===== config.mk =====
export PLATFORM = sky130hd
export DESIGN_NAME = sync_fifo_gen
export DESIGN_NICKNAME = d
export VERILOG_FILES = /design/src/rtl/sync_fifo_pkg.sv /design/src/rtl/sync_fifo_ram.sv /design/src/rtl/sync_fifo_gen.sv
export SDC_FILE = /design/constraint.sdc
export NUM_CORES = 1
export LEC_CHECK = 0
export CORE_MARGIN = 4
export CORE_UTILIZATION = 51
export CTS_CLUSTER_SIZE = 24
export DETAILED_ROUTE_END_ITERATION = 12
export PLACE_DENSITY_LB_ADDON = 0.12
export SLEW_MARGIN = 40
export SYNTH_ARGS = -nofsm -noshare
export SYNTH_HDL_FRONTEND = slang
export SYNTH_SLANG_ARGS = --single-unit

===== constraint.sdc =====
create_clock -name clk -period 2.1 [get_ports clk]
set_clock_uncertainty 0.1 [all_clocks]
set_input_delay 0.315 -clock clk [delete_from_list [all_inputs] [get_ports clk]]
set_output_delay 0.315 -clock clk [all_outputs]
set_load 0.1 [all_outputs]

===== src/rtl/sync_fifo_pkg.sv =====
`default_nettype none
// +----------------------------------------------------------------------+
// | Package     : sync_fifo_pkg                                          |
// | Description : Sizing helpers, pointer wrap and flag-level defaults    |
// |               shared by the synchronous FIFO.                        |
// | Revision    : 1.0 - initial release                                  |
// +----------------------------------------------------------------------+
package sync_fifo_pkg;

    localparam int unsigned AE_LEVEL_DFLT = 1;

    function automatic int unsigned cnt_width(input int unsigned depth);
        return $clog2(depth + 1);
    endfunction

    function automatic int unsigned af_level_dflt(input int unsigned depth);
        return depth - 1;
    endfunction

    // Explicit compare so non-power-of-two depths wrap correctly.
    function automatic int unsigned ptr_inc(input int unsigned ptr, input int unsigned depth);
        return (ptr == depth - 1) ? 0 : ptr + 1;
    endfunction

endpackage
`default_nettype wire


===== src/rtl/sync_fifo_ram.sv =====
`default_nettype none
// +----------------------------------------------------------------------+
// | Module      : sync_fifo_ram                                          |
// | Description : Single-clock storage, one write port, one async read.  |
// | Revision    : 1.0 - initial release                                  |
// +----------------------------------------------------------------------+
module sync_fifo_ram #(
    parameter int unsigned DATA_WIDTH = 8,
    parameter int unsigned DEPTH      = 8,
    parameter int unsigned AW         = 3
) (
    input  logic                  clk,
    input  logic                  we_i,
    input  logic [AW-1:0]         waddr_i,
    input  logic [DATA_WIDTH-1:0] wdata_i,
    input  logic [AW-1:0]         raddr_i,
    output logic [DATA_WIDTH-1:0] rdata_o
);

    logic [DATA_WIDTH-1:0] mem_q [DEPTH];

    always_ff @(posedge clk) begin
        if (we_i) begin
            mem_q[waddr_i] <= wdata_i;
        end
    end

    assign rdata_o = mem_q[raddr_i];

endmodule
`default_nettype wire


===== src/rtl/sync_fifo_gen.sv =====
`default_nettype none
// +----------------------------------------------------------------------+
// | Module      : sync_fifo_gen                                          |
// | Description : Synchronous FIFO with occupancy count, status flags    |
// |               and overflow/underflow pulses. Define                  |
// |               SYNC_FIFO_FWFT_EN for first-word-fall-through output.  |
// | Revision    : 1.0 - initial release                                  |
// +----------------------------------------------------------------------+
module sync_fifo_gen
    import sync_fifo_pkg::*;
#(
    parameter int unsigned DATA_WIDTH = 8,
    parameter int unsigned DEPTH      = 8,
    parameter int unsigned AF_LEVEL   = af_level_dflt(DEPTH),
    parameter int unsigned AE_LEVEL   = AE_LEVEL_DFLT
) (
    input  logic                        clk,
    input  logic                        rst,
    input  logic                        w_en,
    input  logic [DATA_WIDTH-1:0]       data_in,
    input  logic                        r_en,
    output logic [DATA_WIDTH-1:0]       data_out,
    output logic                        full,
    output logic                        empty,
    output logic                        almost_full,
    output logic                        almost_empty,
    output logic [cnt_width(DEPTH)-1:0] count,
    output logic                        overflow,
    output logic                        underflow
);

    localparam int unsigned CW = cnt_width(DEPTH);
    localparam int unsigned PW = $clog2(DEPTH);

    logic [PW-1:0]         wr_ptr_q, wr_ptr_d;
    logic [PW-1:0]         rd_ptr_q, rd_ptr_d;
    logic [CW-1:0]         count_q, count_d;
    logic                  overflow_q, underflow_q;
    logic                  wr_acc, rd_acc;
    logic [DATA_WIDTH-1:0] rdata;

    assign full         = (count_q == CW'(DEPTH));
    assign empty        = (count_q == '0);
    assign almost_full  = (32'(count_q) >= AF_LEVEL);
    assign almost_empty = (32'(count_q) <= AE_LEVEL);
    assign count        = count_q;
    assign overflow     = overflow_q;
    assign underflow    = underflow_q;

    assign wr_acc = w_en && !full;
    assign rd_acc = r_en && !empty;

    always_comb begin
        wr_ptr_d = wr_ptr_q;
        rd_ptr_d = rd_ptr_q;
        count_d  = count_q;
        if (wr_acc) begin
            wr_ptr_d = PW'(ptr_inc(32'(wr_ptr_q), DEPTH));
        end
        if (rd_acc) begin
            rd_ptr_d = PW'(ptr_inc(32'(rd_ptr_q), DEPTH));
        end
        unique case ({wr_acc, rd_acc})
            2'b10:   count_d = count_q + 1'b1;
            2'b01:   count_d = count_q - 1'b1;
            default: count_d = count_q;
        endcase
    end

    always_ff @(posedge clk) begin
        if (rst) begin
            wr_ptr_q    <= '0;
            rd_ptr_q    <= '0;
            count_q     <= '0;
            overflow_q  <= 1'b0;
            underflow_q <= 1'b0;
        end else begin
            wr_ptr_q    <= wr_ptr_d;
            rd_ptr_q    <= rd_ptr_d;
            count_q     <= count_d;
            overflow_q  <= w_en && full;
            underflow_q <= r_en && empty;
        end
    end

    sync_fifo_ram #(
        .DATA_WIDTH (DATA_WIDTH),
        .DEPTH      (DEPTH),
        .AW         (PW)
    ) u_ram (
        .clk     (clk),
        .we_i    (wr_acc),
        .waddr_i (wr_ptr_q),
        .wdata_i (data_in),
        .raddr_i (rd_ptr_q),
        .rdata_o (rdata)
    );

`ifdef SYNC_FIFO_FWFT_EN
    // Head word is shown combinationally; reset clears count so output reads 0.
    assign data_out = empty ? '0 : rdata;
`else
    logic [DATA_WIDTH-1:0] data_out_q;

    always_ff @(posedge clk) begin
        if (rst) begin
            data_out_q <= '0;
        end else if (rd_acc) begin
            data_out_q <= rdata;
        end
    end

    assign data_out = data_out_q;
`endif

endmodule
`default_nettype wire


Word level (Yosys, flattened, before mapping)

Memories as Yosys holds them, arrays and structs flattened. A register that Yosys moved wholly into a read port is not among the register bits.
Index checks and enable logic that the tools add are counted.

Flip-flop bits (word level): 12
Latch bits: 0
Memory bits (writable): 64
Bits in read-only memories: 0
Input bits: 12
Output and inout bits: 18
Logic and storage cells: 30
Memories: 1

Memory list:

| memory      | words | width | read ports | clocked after Yosys merged registers in | wr ports | RTL line            | source |
|---|---|---|---|---|---|---|---|
| u_ram.mem_q | 8     | 8     | 1          | 1                                       | 1        | sync_fifo_ram.sv:20 | `logic [DATA_WIDTH-1:0] mem_q [DEPTH];` |

$add $sub $neg: 4
Multiply operators: 0
Divide/modulo/power cells: 0
Order comparisons: 2
Equality and inequality tests: 5
Shift-type cells: 0
Multiplexer cells: 5
Bitwise logic cells: 0
Reduce and logical (&&, ||, !) cells: 8

Operators with widths:

| operator                                            | count |
|---|---|
| one-hot mux 4 bit (2 select lines)                  | 1 |
| adder 3 x 1 -> 3 bit, second input constant         | 2 |
| equality test 3 bit, second input constant          | 2 |
| 2-to-1 mux 3 bit                                    | 2 |
| adder 4 x 1 -> 4 bit, second input constant         | 1 |
| equality test 4 bit, second input constant          | 1 |
| >= comparator 4 x 3 -> 1 bit, second input constant | 1 |
| <= comparator 4 x 1 -> 1 bit, second input constant | 1 |
| logical AND 1 bit                                   | 4 |
| logical NOT 4 bit                                   | 1 |
| subtractor 4 x 1 -> 4 bit, second input constant    | 1 |
| equality test 2 x 1 -> 1 bit, second input constant | 1 |
| equality test 2 bit, second input constant          | 1 |
| logical NOT 1 bit                                   | 2 |
| 2-to-1 mux 1 bit                                    | 2 |
| nonzero test 2 bit                                  | 1 |

Depth between registers and ports, before layout

Gate-level depths: netlist of run 1.

Depth in word-level cells: 5
Depth in mapped cells: 10
Depth with buffers taken out: 10

Hierarchy

A second synthesis of run 1 with hierarchy kept.

Cell total of the unflattened synthesis: 213
Area, all modules: 3527.1 sq um

By module, submodules not included:

| module        | times used | cells an instance | area each (sq um) | seq. area each (sq um) |
|---|---|---|---|---|
| sync_fifo_ram | 1          | 106               | 2531.2            | 1921.8 |
| sync_fifo_gen | 1          | 107               | 996.0             | 400.4 |

Worst setup path before layout of run 1

Ideal clock, no wire load.

Path type: reg-to-output
Start: register count_q[0], in the netlist count[0]
End: output almost_empty
Arrival time: 3.375 ns
Data required time: 1.685 ns
Path slack: -1.690 ns
Cell stages (with the launch flop): 4
Buffers on the path: 0
Cell sequence: dfxtp_1 ha_1 nor2_1 nor3_1

Word-level cells in the longest chain between the ends: 1

Ends and longest elaborated chain:

| what                         | RTL line            | source |
|---|---|---|
| start: declaration           | sync_fifo_gen.sv:37 | `logic [CW-1:0] count_q, count_d;` |
| start signal: assignment     | sync_fifo_gen.sv:80 | `count_q <= count_d;` |
| <= comparator 4 x 1 -> 1 bit | sync_fifo_gen.sv:45 | `assign almost_empty = (32'(count_q) <= AE_LEVEL);` |
| end: declaration             | sync_fifo_gen.sv:26 | `output logic almost_empty,` |

Every way passes these cells.

Final worst setup path of run 1

Start: register count_q[1], in the netlist count[1]
End: register count_q[3], in the netlist count[3]

Word-level cells in the longest chain between the ends: 5
Elaborated cells on any way between the ends: 12
Those cells by class: 2 x add/sub; 3 x eq/ne; 1 x mux; 6 x reduce/logical

Ends and longest elaborated chain:

| what                                                                            | RTL line            | source |
|---|---|---|
| logical NOT 4 bit (*)                                                           | sync_fifo_gen.sv:43 | `assign empty = (count_q == '0);` |
| logical NOT 1 bit (*)                                                           | sync_fifo_gen.sv:51 | `assign rd_acc = r_en && !empty;` |
| logical AND 1 bit (*)                                                           | sync_fifo_gen.sv:51 |  |
| named net rd_acc                                                                | sync_fifo_gen.sv:39 | `logic wr_acc, rd_acc;` |
| equality test 2 x 1 -> 1 bit / equality test 2 bit (equally long branches)      | sync_fifo_gen.sv:63 | `unique case ({wr_acc, rd_acc})` |
| one-hot mux 4 bit (2 select lines) / nonzero test 2 bit (equally long branches) | -                   |  |

Mark *: on every way through the listed nets, which the timed path passes. The rest lies on a longest branch.
A chain may end at the register's enable or synchronous reset.

==> results of run 1 <==
==> routing by layer <==
layer / up-vias / global-route usage (%) / share of wire [%]
met1: 1015 / 25.0 / 47
met4: 0 / 7.71 / 1.7
li1: 989 / - / -
met3: 11 / 3.96 / 2.6
met2: 25 / 30.3 / 49
met5: - / 0 / 0
==> per-stage QoR <==
step | worst slack, ns | hold slack [ns] | instance area [sq um] | utilization (%) | cells
2_1_floorplan | -0.220 | 0.284 | 3440 | - | 223
3_3_place_gp | 0.0184 | 0.348 | 3990 | 62.5 | 347
3_5_place_dp | -0.0139 | 0.363 | 3990 | 62.5 | 347
4_1_cts | 0.00120 | 0.384 | 4250 | 66.6 | 366
5_1_grt | -0.0846 | 0.405 | 4290 | 67.1 | 369
6_report | -0.0220 | 0.374 | 4290 | 67.1 | 369
==> worst paths after layout <==
path	slack [ns]	endpoint	cells after the start
max	-0.02	count[3]	11
min	0.37	data_out[0]	1
max reg2reg	-0.02	count[3]	11
min reg2reg	0.37	data_out[0]	1
==> what timing repair did <==
item                                    in CTS  in global routing
buffers inserted                             3                  3
hold buffers                                 0                  0
pin swaps                                    1                  3
gates cloned                                 0                  0
gates resized for setup                      1                  3
endpoints found under the setup margin       1                  3
==> state kept, by name, summed over array words and instances, names as in the netlist <==
name,flops
data_out,8
count,4
u_ram.mem_q,64
rd_ptr_q,3
underflow,1
overflow,1
wr_ptr_q,3
==> final cells by class <==
class,count,area (sq um),area share (%)
flip-flops and latches,84,2330,54.4
well taps,77,96.3,2.25
multi-input cells,126,1040,24.4
clock inverters,6,111,2.60
clock buffers,10,128,2.98
repair buffers,61,543,12.7
inverters,5,30.0,0.701
==> power by group <==
part | switching (mW) | leakage, nW | total [mW] | internal, mW
Combinational | 1.40 | 0.678 | 2.19 | 0.788
Sequential | 0.0892 | 0.747 | 2.01 | 1.92
Clock | 0.576 | 0.119 | 1.37 | 0.793
Total | 2.07 | 1.54 | 5.57 | 3.51
==> placed cells by master (no fill, tap or decap), types with 3 or more instances in the layout <==
cell	Yosys	final
sky130_fd_sc_hd__edfxtp_1	64	64
sky130_fd_sc_hd__buf_4	3	44
sky130_fd_sc_hd__mux2i_1	33	33
sky130_fd_sc_hd__a22oi_1	16	16
sky130_fd_sc_hd__dfxtp_1	20	15
sky130_fd_sc_hd__clkdlybuf4s50_1	0	11
sky130_fd_sc_hd__nand2_1	9	9
sky130_fd_sc_hd__nor2_1	10	9
sky130_fd_sc_hd__clkbuf_8	0	9
sky130_fd_sc_hd__a21oi_1	7	7
sky130_fd_sc_hd__a32o_1	7	7
sky130_fd_sc_hd__ha_1	8	6
sky130_fd_sc_hd__buf_12	0	4
sky130_fd_sc_hd__inv_4	0	3
sky130_fd_sc_hd__nand3_1	3	3
sky130_fd_sc_hd__nor3_1	5	3
sky130_fd_sc_hd__nand2b_1	3	3
sky130_fd_sc_hd__or3_1	3	3
sky130_fd_sc_hd__bufinv_16	0	3
sky130_fd_sc_hd__dfxtp_2	0	3
==> worst max-delay path: cells and delay by family (launching register included) <==
family	cells	cell delay, ns
fa+ha+maj	2	0.28
flops	1	0.37
compound gates	1	0.16
buf+inv	3	0.20
simple gates	4	0.80
xor+xnor	1	0.12
==> logic make-up after synthesis <==
kind of cell	synth area share, %
fa+ha+maj	2.97
flops	68.9
simple gates	8.17
compound gates	7.54
buf+inv	1.82
mux	9.80
xor+xnor	0.780
==> Yosys cell counts, drive strengths merged <==
cell	instances	area [sq um]
ha	8	100
a211oi	1	7.51
dfxtp	20	400
nor3b	1	7.51
edfxtp	64	1920
a22oi	16	120
nand3	3	15.0
buf	7	38.8
mux2i	33	330
nor2	11	48.8
xor2	2	17.5
clkbuf	1	3.75
or3b	1	11.3
or4b	1	10.0
a32o	7	70.1
nor4	1	6.26
o21ai	1	5.00
a21oi	8	43.8
nand2	11	51.3
nand4b	2	17.5
nand2b	3	18.8
nand3b	3	26.3
nor3	5	25.0
and2	1	6.26
or3	3	18.8
a21o	1	7.51
nor2b	2	12.5
inv	5	18.8
xnor2	1	8.76
==> flow_summary.rst, run 1 <==
.. list-table::
   :header-rows: 1

   * - Metric
     - Value
   * - HP Start
     - data_out[0]
   * - Area of the die
     - 7970 sq um
   * - Final critical-path share of the clock period
     - 101%
   * - Maximum number of buffers from clock root to sink
     - 2
   * - Number of distinct standard cells referenced by the synthesized netlist
     - 37
   * - Syn Std Cell Area
     - 3370 sq um
   * - Total congestion overflow
     - 0
   * - Initial Utilization
     - 52.8%
   * - Worst setup path startpoint
     - count[1]
   * - Final setup vio count
     - 1
   * - Worst reg2reg startpoint
     - count[1]
   * - Data arrival at the endpoint of the critical path
     - 2.27 ns
   * - Synth warn
     - 0
   * - CP Data Required Time
     - approximately 2.3 ns
   * - Number of cell rows
     - 29
   * - Area growth syn-to-layout
     - 27.2%
   * - Final critical delay including setup and external delays
     - 2.12 ns
   * - CTS clk-pin slew, worst paths
     - around 0.080 ns
   * - Die W
     - around 89 um
   * - Result of the run
     - finished, violations left
   * - Violated checks
     - negative setup slack
   * - Final worst setup slack
     - -0.0220 ns
   * - Quantity of I/O buffers inserted on ports
     - 29
   * - Standard cell with the maximum stage delay on the critical path
     - sky130_fd_sc_hd__or4b_4
   * - Slew HR
     - 72.5%
   * - Final GP Congestion
     - 0.772
   * - Final Hold Vio Count
     - 0
   * - Wirelength per Cell
     - 18.4 um
   * - Starting DRT DRC Count
     - 65
   * - Worst-Margin Slew
     - ~0.41 ns
   * - Post-synthesis cell count
     - 223
   * - Pwr Density
     - 1300 nW/um^2
   * - Syn Nets
     - 243
   * - Number of antenna violations at the first check in global routing
     - 0
   * - Area of the placeable core
     - 6390 sq um
   * - CP Class
     - flop to flop
   * - Number of global-route vias before repair
     - 2046
   * - Post-detailed-placement half-perimeter wirelength
     - around 4400 um
   * - Total track usage
     - 18.9%
   * - Standby leakage power
     - approximately 1.5 nW
   * - Via Count
     - 2040
   * - Sum of internal, switching and leakage power
     - 5.57 mW
   * - Crit path launch type
     - flop
   * - Clk Latency, worst-skew pair
     - 0.35 ns
   * - Setup tns final
     - -0.0220 ns
   * - Number of DRC violations after detailed routing
     - 0
   * - Routed wire length
     - approximately 6800 um
   * - Total CTS buffers
     - 9
   * - Number of register bits inferred by synthesis
     - 84
   * - Unrepaired setup endpoints after global routing
     - yes
   * - I/O pin count
     - 30
   * - Max Clock Freq
     - 0.471 GHz
   * - Maximum resistive drop on vdd
     - 1.10 mV
   * - Maximum number of pins on one net before global-route repair
     - 21
   * - Critical Path Sink Type
     - flop
   * - Sequential share of the synthesized area
     - between 60% and 70%
   * - Buffer cell driving the clock tree root
     - sky130_fd_sc_hd__clkbuf_8
   * - Global-route wire length before repair
     - 10600 um
   * - Number of max-slew violations in the final report
     - 0
   * - Delay of the slowest cell on the worst path
     - 0.46 ns
   * - Number of detailed-routing iterations run before antenna repair
     - 4
   * - Antenna fix cells
     - 0
   * - Cells along the critical path
     - inv_4 -> ha_4 -> or3b_4 -> buf_6 -> nand2_4 -> inv_4 -> ha_4 -> or4b_4 -> a21oi_2 -> xnor2_1 -> nor2_1
   * - Highest fanout seen on the critical path
     - 4
   * - Die height
     - 89.3 um
   * - Clock tree from TritonCTS
     - yes
   * - Max-cap violations
     - 0
   * - Filler instances
     - 477
   * - H-tree levels
     - 3
   * - Via count normalized by instance count
     - 5.53
   * - Sink Count
     - 84
   * - Final net count
     - 307
   * - Number of nets still failing antenna checks after routing
     - 0
   * - Post-synthesis average cell area
     - 15.1 sq um
   * - Hold Crit Class
     - flop to flop
   * - Ratio of cells with drive above 1 in the final layout
     - just under 30%
Power figures use the tool's default switching activity.
==> run 2, diff against run 1 <==
- SLEW_MARGIN: 40 -> unset
==> results of run 2 <==
Same layout as run 1: the final DEF is identical, and so are final timing and power.
==> run 3, diff against run 2 <==
- TNS_END_PERCENT: unset -> 30
==> flow_summary.rst, run 3 (synthesized netlist as in run 1, its figures left out) <==
.. list-table::
   :header-rows: 1

   * - Metric
     - Value
   * - Leading cell type in the layout, fill and taps excluded
     - sky130_fd_sc_hd__edfxtp_1
   * - CTS clk-pin slew, worst paths
     - 0.08 ns (about the same)
   * - CP Data Required Time
     - 1.68 ns (-0.57 ns)
   * - Routed wire length
     - 6650 um (-2.0%)
   * - Maximum resistive drop on vdd
     - 0.889 mV (-19%)
   * - Number of max-slew violations in the final report
     - 0 (unchanged)
   * - Number of detailed-routing iterations run before antenna repair
     - 4 (unchanged)
   * - Area growth syn-to-layout
     - 26.0%
   * - Final critical-path share of the clock period
     - 98.8% (-2.2 points)
   * - CP Class
     - flop to output pin
   * - Data arrival at the endpoint of the critical path
     - 1.66 ns (-0.61 ns)
   * - Clock tree from TritonCTS
     - yes
   * - Dpl ws
     - -0.0341 ns (-0.0202 ns)
   * - Antenna fix cells
     - 0 (unchanged)
   * - Ratio of cells with drive above 1 in the final layout
     - 29.0% (-0.49 points)
   * - Final cell count without fillers
     - 367 (-0.54%)
   * - Number of nets still failing antenna checks after routing
     - 0 (unchanged)
   * - I/O pin count
     - 30 (unchanged)
   * - Number of antenna violations at the first check in global routing
     - 0 (unchanged)
   * - Placed cells
     - 350 (+0.86%)
   * - H-tree levels
     - 3 (unchanged)
   * - Maximum number of pins on one net before global-route repair
     - 21 (unchanged)
   * - Register name with the most flops
     - u_ram.mem_q
   * - Highest fanout seen on the critical path
     - 3 (-1)
   * - Global-route wire length before repair
     - 10700 um (+0.33%)
   * - Result of the run
     - finished, final reports clean
   * - Sink Count
     - 84 (unchanged)
   * - Final net count
     - 305 (-0.65%)
   * - # hold bufs at CTS
     - 0 (unchanged)
   * - Total track usage
     - 18.7% (-0.19 points)
   * - Final setup vio count
     - 0 (-1)
   * - Quantity of I/O buffers inserted on ports
     - 29 (unchanged)
   * - Area of the placeable core
     - 6390 sq um (unchanged)
   * - Number of DRC violations after detailed routing
     - 0 (unchanged)
   * - Die W
     - 89.3 um (unchanged)
   * - Max FFs per register
     - 64 (unchanged)
   * - Area of the die
     - 7970 sq um (unchanged)
   * - Initial Utilization
     - 52.8% (unchanged)
   * - Wirelength per Cell
     - 18.1 um (-1.4%)
   * - Clk Latency, worst-skew pair
     - 0.35 ns (about the same)
   * - Maximum number of buffers from clock root to sink
     - 2 (unchanged)
   * - Final GP Congestion
     - 0.800 (+3.7%)
   * - Hold Crit Class
     - flop to flop
   * - Buffer cell driving the clock tree root
     - sky130_fd_sc_hd__clkbuf_8
   * - Via Count
     - 2007 (-1.6%)
   * - Number of global-route vias before repair
     - 2033 (-0.64%)
   * - Unrepaired setup endpoints after global routing
     - yes
   * - Crit path launch type
     - flop
   * - Final Hold Vio Count
     - 0 (unchanged)
   * - Critical Path Sink Type
     - output pin
   * - Final critical delay including setup and external delays
     - 2.08 ns (-0.0466 ns)
   * - Max-cap violations
     - 0 (unchanged)
   * - Top library cells by usage in the layout, fill and taps aside
     - 64 x sky130_fd_sc_hd__edfxtp_1, 42 x sky130_fd_sc_hd__buf_4, 33 x sky130_fd_sc_hd__mux2i_1, 16 x sky130_fd_sc_hd__a22oi_1, 15 x sky130_fd_sc_hd__dfxtp_1
   * - Max Clock Freq
     - 0.482 GHz (+2.2%)
   * - Number of cell rows
     - 29 (unchanged)
   * - Sum of internal, switching and leakage power
     - 5.40 mW (-3.0%)
   * - Die height
     - 89.3 um (unchanged)
   * - Worst-Margin Slew
     - 0.422 ns (+0.00906 ns)
   * - Pwr Density
     - 1270 nW/um^2 (-2.0%)
   * - Post-detailed-placement half-perimeter wirelength
     - 4440 um (+0.77%)
   * - Starting DRT DRC Count
     - 95 (+46%)
   * - Total congestion overflow
     - 0 (unchanged)
   * - Via count normalized by instance count
     - 5.47 (-1.1%)
   * - Standby leakage power
     - 1.52 nW (-1.8%)
   * - Final worst setup slack
     - 0.0246 ns (+0.0466 ns)
   * - Slew HR
     - 71.9% (-0.60 points)
   * - Total CTS buffers
     - 9 (unchanged)
## run 3: layout make-up
type	count	area [sq um]
Sequential cell	84	2330
Fill cell	480	2140
Multi-Input combinational cell	126	1040
Timing Repair Buffer	59	528
Clock buffer	11	131
Tap cell	77	96.3
Clock inverter	5	85.1
Inverter	5	27.5
## run 3: where the power goes
| part | switching, mW | leakage [nW] | total (mW) | internal [mW] |
|---|---|---|---|---|
| combinational | 1.40 | 0.664 | 2.16 | 0.763 |
| clock | 0.558 | 0.104 | 1.24 | 0.677 |
| sequential | 0.0818 | 0.747 | 2.01 | 1.92 |
## run 3: path summary, 6_finish.rpt
check	depth (start not counted)	startpoint	to	slack (ns)
setup reg to reg	10	count[1]	count[2]	0.05
hold / removal	1	data_out[0]	data_out[0]	0.37
hold reg to reg	1	data_out[0]	data_out[0]	0.37
setup / recovery	6	count[1]	empty	0.02
## run 3: worst max-delay path, cell delays in order, from the launching register on
cell and delay (ns):
sky130_fd_sc_hd__dfxtp_4 0.35, sky130_fd_sc_hd__inv_4 0.06, sky130_fd_sc_hd__ha_4 0.12, sky130_fd_sc_hd__or3b_4 0.40, sky130_fd_sc_hd__buf_6 0.14, sky130_fd_sc_hd__clkinvlp_4 0.07
sky130_fd_sc_hd__buf_12 0.17
## run 3: layer usage
layer / share of wire (%) / vias to the layer above / track usage [%]
met5: 0 / - / 0
met4: 0.99 / 0 / 5.28
met3: 3.7 / 9 / 5.62
met2: 51 / 36 / 30.9
met1: 45 / 981 / 23.9
li1: - / 981 / -
## run 3: through the flow
stage | setup TNS (ns) | cell area [sq um] | util (%) | hold slack, ns
4_1_cts | 0 | 4230 | 66.3 | 0.376
5_1_grt | -0.0981 | 4250 | 66.5 | 0.408
3_3_place_gp | 0 | 4010 | 62.7 | 0.352
3_5_place_dp | -0.0341 | 4010 | 62.7 | 0.356
6_report | 0 | 4250 | 66.5 | 0.371
2_1_floorplan | -6.57 | 3440 | - | 0.284
## run 3: what timing repair did
action	in CTS	in global routing
gates cloned	0	0
endpoints found under the setup margin	3	3
pin swaps	3	1
resized for setup	1	3
buffers inserted	1	0
